$ cat src/rtl/filter_pkg.sv
// Shared definitions for the 3x3 filter path: widths, pad helper and the
// framing FSM state encoding also referenced by the filter's row counters.
package filter_pkg;

  localparam int PIX_W = 24;
  localparam int CNT_W = 13;

  typedef enum logic [2:0] {
    IDLE      = 3'd0,
    TOP_PAD   = 3'd1,
    ROW_LEAD  = 3'd2,
    ROW_PIX   = 3'd3,
    ROW_TRAIL = 3'd4,
    BOT_PAD   = 3'd5
  } pad_state_t;

  function automatic int pad_f(input int kernel_size);
    return (kernel_size - 1) / 2;
  endfunction

endpackage

$ cat src/rtl/filter_pad_if.sv
// Pixel-source handshake plus padded output stream of the framing stage.
interface filter_pad_if;

  logic                        iStart;
  logic                        iValid;
  logic                        iReady;
  logic [filter_pkg::PIX_W-1:0] iData;
  logic                        oValid;
  logic [filter_pkg::PIX_W-1:0] oData;
  logic                        oDone;
  logic                        oBusy;

  modport slave (
    input  iStart, iValid, iData,
    output iReady, oValid, oData, oDone, oBusy
  );

  modport master (
    output iStart, iValid, iData,
    input  iReady, oValid, oData, oDone, oBusy
  );

endinterface

$ cat src/rtl/filter_pad.sv
// Wraps a raw row-major pixel stream in a zero border of (kernel_size-1)/2
// beats on every side so the downstream 3x3 filter sees a padded frame.
module filter_pad
  import filter_pkg::*;
#(
  parameter int img_width          = 320,
  parameter int img_height         = 240,
  parameter int kernel_size        = 3,
  parameter int row_pipeline_depth = img_width + 2 * ((kernel_size - 1) / 2)
) (
  input logic         clk,
  input logic         reset,
  filter_pad_if.slave bus
);

  localparam int PAD = pad_f(kernel_size);

  localparam logic [CNT_W-1:0] COL_LAST    = CNT_W'(row_pipeline_depth - 1);
  localparam logic [CNT_W-1:0] LEAD_LAST   = CNT_W'(PAD - 1);
  localparam logic [CNT_W-1:0] PIX_LAST    = CNT_W'(PAD + img_width - 1);
  localparam logic [CNT_W-1:0] ROW_LAST    = CNT_W'(img_height - 1);
  localparam logic [CNT_W-1:0] PADROW_LAST = CNT_W'(PAD - 1);
  localparam logic [CNT_W-1:0] CNT_ONE     = CNT_W'(1);

  pad_state_t       state_reg, state_next;
  logic [CNT_W-1:0] col_cnt_reg, col_cnt_next;
  logic [CNT_W-1:0] row_cnt_reg, row_cnt_next;
  logic             valid_reg, valid_next;
  logic [PIX_W-1:0] data_reg, data_next;
  logic             done_reg, done_next;
  logic             busy_reg, busy_next;
  logic             row_end;

  always_ff @(posedge clk) begin
    if (reset) begin
      state_reg   <= IDLE;
      col_cnt_reg <= '0;
      row_cnt_reg <= '0;
      valid_reg   <= 1'b0;
      data_reg    <= '0;
      done_reg    <= 1'b0;
      busy_reg    <= 1'b0;
    end else begin
      state_reg   <= state_next;
      col_cnt_reg <= col_cnt_next;
      row_cnt_reg <= row_cnt_next;
      valid_reg   <= valid_next;
      data_reg    <= data_next;
      done_reg    <= done_next;
      busy_reg    <= busy_next;
    end
  end

  // col_cnt runs across lead, pixel and trail segments of one padded row;
  // during TOP_PAD/BOT_PAD row_cnt counts pad rows instead of image rows.
  always_comb begin
    state_next   = state_reg;
    col_cnt_next = col_cnt_reg;
    row_cnt_next = row_cnt_reg;
    valid_next   = 1'b0;
    data_next    = '0;
    done_next    = 1'b0;
    busy_next    = (state_reg != IDLE);
    row_end      = 1'b0;

    case (state_reg)
      IDLE: begin
        if (bus.iStart) begin
          busy_next    = 1'b1;
          col_cnt_next = '0;
          row_cnt_next = '0;
          // with no border the lead segment is empty, so go straight to pixels
          state_next   = (PAD == 0) ? ROW_PIX : TOP_PAD;
        end
      end

      TOP_PAD, BOT_PAD: begin
        valid_next   = 1'b1;
        col_cnt_next = col_cnt_reg + CNT_ONE;
        if (col_cnt_reg == COL_LAST) begin
          col_cnt_next = '0;
          row_cnt_next = row_cnt_reg + CNT_ONE;
          if (row_cnt_reg == PADROW_LAST) begin
            row_cnt_next = '0;
            if (state_reg == TOP_PAD) begin
              state_next = ROW_LEAD;
            end else begin
              state_next = IDLE;
              done_next  = 1'b1;
            end
          end
        end
      end

      ROW_LEAD: begin
        valid_next   = 1'b1;
        col_cnt_next = col_cnt_reg + CNT_ONE;
        if (col_cnt_reg == LEAD_LAST) begin
          state_next = ROW_PIX;
        end
      end

      ROW_PIX: begin
        if (bus.iValid) begin
          valid_next   = 1'b1;
          data_next    = bus.iData;
          col_cnt_next = col_cnt_reg + CNT_ONE;
          if (col_cnt_reg == PIX_LAST) begin
            if (PAD == 0) begin
              row_end = 1'b1;
            end else begin
              state_next = ROW_TRAIL;
            end
          end
        end
      end

      ROW_TRAIL: begin
        valid_next   = 1'b1;
        col_cnt_next = col_cnt_reg + CNT_ONE;
        if (col_cnt_reg == COL_LAST) begin
          row_end = 1'b1;
        end
      end

      default: state_next = IDLE;
    endcase

    if (row_end) begin
      col_cnt_next = '0;
      row_cnt_next = row_cnt_reg + CNT_ONE;
      if (row_cnt_reg == ROW_LAST) begin
        row_cnt_next = '0;
        if (PAD == 0) begin
          state_next = IDLE;
          done_next  = 1'b1;
        end else begin
          state_next = BOT_PAD;
        end
      end else begin
        state_next = (PAD == 0) ? ROW_PIX : ROW_LEAD;
      end
    end
  end

  assign bus.iReady = (state_reg == ROW_PIX);
  assign bus.oValid = valid_reg;
  assign bus.oData  = data_reg;
  assign bus.oDone  = done_reg;
  assign bus.oBusy  = busy_reg;

endmodule
$ cat src/flat_wrapper.sv
// flat-port wrapper written by rule: the top's interface ports become plain ports
module filter_pad_flat import filter_pkg::*;
#(
  parameter int img_width          = 320,
  parameter int img_height         = 240,
  parameter int kernel_size        = 3,
  parameter int row_pipeline_depth = img_width + 2 * ((kernel_size - 1) / 2)
)
  (clk, reset, bus_iStart, bus_iValid, bus_iData, bus_iReady, bus_oValid, bus_oData, bus_oDone, bus_oBusy);
  filter_pad_if bus_i ();
  input logic clk;
  input logic reset;
  input wire logic [$bits(bus_i.iStart)-1:0] bus_iStart;
  input wire logic [$bits(bus_i.iValid)-1:0] bus_iValid;
  input wire logic [$bits(bus_i.iData)-1:0] bus_iData;
  output wire logic [$bits(bus_i.iReady)-1:0] bus_iReady;
  output wire logic [$bits(bus_i.oValid)-1:0] bus_oValid;
  output wire logic [$bits(bus_i.oData)-1:0] bus_oData;
  output wire logic [$bits(bus_i.oDone)-1:0] bus_oDone;
  output wire logic [$bits(bus_i.oBusy)-1:0] bus_oBusy;
  assign bus_i.iStart = bus_iStart;
  assign bus_i.iValid = bus_iValid;
  assign bus_i.iData = bus_iData;
  assign bus_iReady = bus_i.iReady;
  assign bus_oValid = bus_i.oValid;
  assign bus_oData = bus_i.oData;
  assign bus_oDone = bus_i.oDone;
  assign bus_oBusy = bus_i.oBusy;
  filter_pad #(.img_width(img_width), .img_height(img_height), .kernel_size(kernel_size), .row_pipeline_depth(row_pipeline_depth)) u_core (.clk(clk), .reset(reset), .bus(bus_i));
endmodule
$ cat config.mk
export PLATFORM = sky130hd
export DESIGN_NAME = filter_pad_flat
export DESIGN_NICKNAME = d
export VERILOG_FILES = /design/src/rtl/filter_pkg.sv /design/src/rtl/filter_pad_if.sv /design/src/rtl/filter_pad.sv /design/src/flat_wrapper.sv
export SDC_FILE = /design/constraint.sdc
export NUM_CORES = 1
export LEC_CHECK = 0
export ABC_CLOCK_PERIOD_IN_PS = 5400
export CAP_MARGIN = 15
export CORE_MARGIN = 3
export CORE_UTILIZATION = 45
export CTS_CLUSTER_DIAMETER = 120
export CTS_CLUSTER_SIZE = 14
export DETAILED_ROUTE_END_ITERATION = 6
export GPL_TIMING_DRIVEN = 1
export PLACE_DENSITY = 0.76
export SLEW_MARGIN = 25
export SYNTH_ARGS = -nofsm -noshare
export SYNTH_HDL_FRONTEND = slang
export SYNTH_SLANG_ARGS = --single-unit
$ cat constraint.sdc
create_clock -name clk -period 5.4 [get_ports clk]
set_input_delay 1.08 -clock clk [delete_from_list [all_inputs] [get_ports clk]]
set_output_delay 1.08 -clock clk [all_outputs]
set_load 0.01 [all_outputs]
==> impl_metrics.tcl <==
set metrics [dict create \
    final.period_utilization 0.554 \
    grt_util_all_layers 0.177 \
    worstPathRequired_ns 4.32 \
    routed_wire_length_per_instance_um 13.6 \
    htreeDepth 2 \
    switching_power_mw 0.211 \
    critical_path.reg2reg.startpoint "u_core.col_cnt_reg[1]$_SDFFE_PP0P_" \
    overall_overflow_remaining_after_global_route 0 \
    synth-seq-cells 56 \
    antenna_violating_nets_post_route 0 \
    first_pass_grt_wire_length_um 9050 \
    number_of_synthesized_flops_with_an_enable_pin 0 \
    core_um2 5240 \
    grt_antenna_before_repair 0 \
    fp.dieArea_um2 6490 \
    finalSetupTns_ns 0 \
    dr_total_vias 2085 \
    ys_top_cells_by_area "sky130_fd_sc_hd__dfxtp_1, sky130_fd_sc_hd__and2_1, sky130_fd_sc_hd__xor2_1, sky130_fd_sc_hd__nor2_1, sky130_fd_sc_hd__ha_1" \
    max_freq_mhz 334 \
    rr_endpoint "u_core.row_cnt_reg[12]$_SDFFE_PP0P_" \
    count_of_mapped_cells_out_of_synthesis 272 \
    area_growth_syn_to_layout_pct 27.6 \
    hold_bufs_at_cts 0 \
    final_net_count 354 \
    synth_warnings 0 \
    worst_hold_class "reg -> reg" \
    timing.critical_path.fanout_max 16 \
    drc 0 \
    place_worst_setup_slack_ns 2.31 \
    post_cts.repair.setup_buffers 0 \
    die_height_um 80.6 \
    cp_cell_sequence "nand3b_1 -> inv_1 -> clkdlybuf4s50_1" \
    grt_start_max_net_pins 25 \
    power_frac_clock 0.299 \
    timing.reg2reg.worst_path_depth 7 \
    cts_sinks 56 \
    synth_largest_type_area_fraction 0.448 \
    whs_endpoint "u_core.col_cnt_reg[1]$_SDFFE_PP0P_" \
    layout_setup_ws_ns 2.41 \
    dp.final_hpwl_um 3850 \
    seq_area_frac_synth 0.448 \
    critPathArrivalTime_ns 1.91 \
    clock_insertion_delay_at_the_later_pin_of_the_skew_report_ns 0.31 \
    timing.final.hold_violations 0 \
    start_kind "register" \
    cts-root-to-sink-buffers 2 \
    fin_skew_ns 0.00833 \
    die_w_um 80.6 \
    number_of_global_route_vias_before_repair 1978 \
    syn_area_um2 2500 \
    ios 56 \
    syn_nets 305 \
    maxSlewHeadroom 0.486 \
    layout.filler_cells 452 \
    switching_share 0.271 \
    ctsRootBufferMaster "sky130_fd_sc_hd__clkbuf_8" \
    layout-drive-gt1-share 0.0652 \
    detailedRoute.firstIterationViolations 115 \
    slew_violations 0 \
    worst_hold_stages 2 \
    synth_top_cell_by_area "sky130_fd_sc_hd__dfxtp_1" \
    end_kind "output port" \
    leakagePower_nw 1.13 \
    share_of_total_power_in_sequential_cells 0.560 \
    worst-setup-path-type "reg -> out" \
    setup_violations 0 \
    synth-async-reset-ratio 0 \
    initial_core_utilization 0.478 \
    worst-r2r-setup-slack_ns 3.10 \
    synth_common_cells "sky130_fd_sc_hd__dfxtp_1, sky130_fd_sc_hd__and2_1, sky130_fd_sc_hd__nor2_1" \
    stdcell_area_um2 3190 \
    peakVddDrop_mv 0.201 \
    power_per_cell_area_nw_per_um2 244 \
    cts_repair_resize_count 0 \
    routed_via_density 5.32 \
    synth_most_common_cell "sky130_fd_sc_hd__dfxtp_1" \
    n_antenna_cell 0 \
    synthDistinctLibCells 48 \
    postPlaceCellArea_um2 3090 \
    status "finished clean" \
    cts_inserted_buffers 5 \
    clkSlewWorstSetupHoldPaths_ns 0.11 \
    detail_route.first_pass.iterations 4 \
    finalWeightedCongestion 0.850 \
    synthesis.area_per_instance_um2 9.20 \
    worst_hold_startpoint "u_core.col_cnt_reg[1]$_SDFFE_PP0P_" \
    cell_row_count 26 \
    slowest_stage "sky130_fd_sc_hd__dfxtp_1" \
    dominantRegCellSynth "sky130_fd_sc_hd__dfxtp_1" \
    io_buffers 55 \
    critical-path-max-stage-delay_ns 0.66 \
    min_period_ns 2.99 \
    tightestPinTransition_ns 0.766 \
    largest_reg_flops 24 \
    power_frac_comb 0.141 \
    drt_wl_total_um 5350 \
    rsz_0062_raised_after_global_routing "false" \
    cell_internal_pwr_mw 0.568 \
    drv.max_cap_violation_count 0 \
    tritoncts "done" \
]
## cells in the final DEF (no fill, tap or decap), types with 2 or more instances in the layout
| master | netlist | routed |
|---|---|---|
| sky130_fd_sc_hd__xnor2_1 | 5 | 5 |
| sky130_fd_sc_hd__nand4_1 | 10 | 10 |
| sky130_fd_sc_hd__nand2_1 | 7 | 7 |
| sky130_fd_sc_hd__a21oi_1 | 9 | 9 |
| sky130_fd_sc_hd__o211ai_1 | 3 | 3 |
| sky130_fd_sc_hd__clkbuf_8 | 0 | 5 |
| sky130_fd_sc_hd__xor2_1 | 14 | 14 |
| sky130_fd_sc_hd__dfxtp_1 | 56 | 56 |
| sky130_fd_sc_hd__nor3_1 | 7 | 6 |
| sky130_fd_sc_hd__o21ai_0 | 11 | 11 |
| sky130_fd_sc_hd__nor2_1 | 25 | 25 |
| sky130_fd_sc_hd__clkdlybuf4s50_1 | 0 | 55 |
| sky130_fd_sc_hd__nor3b_1 | 6 | 5 |
| sky130_fd_sc_hd__nor4_1 | 5 | 5 |
| sky130_fd_sc_hd__and3_1 | 4 | 4 |
| sky130_fd_sc_hd__inv_1 | 9 | 9 |
| sky130_fd_sc_hd__a221oi_1 | 2 | 2 |
| sky130_fd_sc_hd__nor4bb_1 | 2 | 2 |
| sky130_fd_sc_hd__nor2b_1 | 6 | 6 |
| sky130_fd_sc_hd__nand3_1 | 9 | 9 |
| sky130_fd_sc_hd__nand2b_1 | 4 | 4 |
| sky130_fd_sc_hd__a31oi_1 | 2 | 2 |
| sky130_fd_sc_hd__nand3b_1 | 2 | 2 |
| sky130_fd_sc_hd__ha_1 | 5 | 5 |
| sky130_fd_sc_hd__or3_1 | 5 | 5 |
| sky130_fd_sc_hd__and2_1 | 26 | 26 |
| sky130_fd_sc_hd__o2111ai_1 | 4 | 4 |
## how the worst max path moves through the flow
stage                                          start                                  end  slack (ns)  cells after the start
global placement                          bus_iStart  u_core.col_cnt_reg[11]$_SDFFE_PP0P_        1.98                      6
detailed placement                        bus_iStart  u_core.col_cnt_reg[11]$_SDFFE_PP0P_        2.31                      6
floorplan                                 bus_iStart  u_core.col_cnt_reg[11]$_SDFFE_PP0P_        3.07                      6
finish              u_core.state_reg[0]$_SDFFE_PP0P_                           bus_iReady        2.41                      3
CTS                 u_core.state_reg[0]$_SDFFE_PP0P_                           bus_iReady        2.46                      3
global route        u_core.state_reg[0]$_SDFFE_PP0P_                           bus_iReady        2.29                      3
## layout make-up
cell class                 count  area [um^2]  area share
sequential                    56         1120       0.351
inverter                       9         33.8      0.0106
multi-input combinational    193         1300       0.407
tap                           70         87.6      0.0275
timing repair buffer          56          558       0.175
clock buffer                   5         68.8      0.0216
clock inverter                 3         21.3     0.00667
## routing by layer
layer  global-route usage  vias up  routed length, um
li1                     -     1055                  -
met1                0.212      962               2360
met2                0.278       66               2430
met3               0.0919        2                535
met4               0.0473        0                 22
met5                    0        -                  0
## per-stage QoR
stage | std cells | utilization | power, mW | hold WS [ns]
CTS | 392 | 0.608 | 0.787 | 0.519
global route | 392 | 0.609 | 0.824 | 0.551
finish | 392 | 0.609 | 0.780 | 0.519
global placement | 384 | 0.590 | 0.551 | 0.484
detailed placement | 384 | 0.591 | 0.554 | 0.502
floorplan | 272 | - | 0.517 | 0.462
## power by group through the flow
stage               Combinational (mW)  Sequential [mW]  Clock [mW]
floorplan                       0.0781            0.439           0
global placement                 0.106            0.445           0
detailed placement               0.109            0.446           0
CTS                              0.110            0.436       0.242
global route                     0.123            0.438       0.263
finish                           0.110            0.436       0.233
## critical path, delay by kind of cell, from the launching register on
| kind | cells | cell delay, ns |
|---|---|---|
| flip-flops | 1 | 0.66 |
| buffers and inverters | 2 | 0.70 |
| AND/OR/NAND/NOR | 1 | 0.25 |
## kinds of logic after synthesis
group / after synthesis / share of synthesized area
and+or+nand+nor: 129 / 0.313
DFF: 56 / 0.448
AOI/OAI and AO/OA: 40 / 0.109
buffers and inverters: 23 / 0.0385
xor gates and xnor gates: 19 / 0.0665
adders and majority gates: 5 / 0.0250
Power figures use the tool's default switching activity.
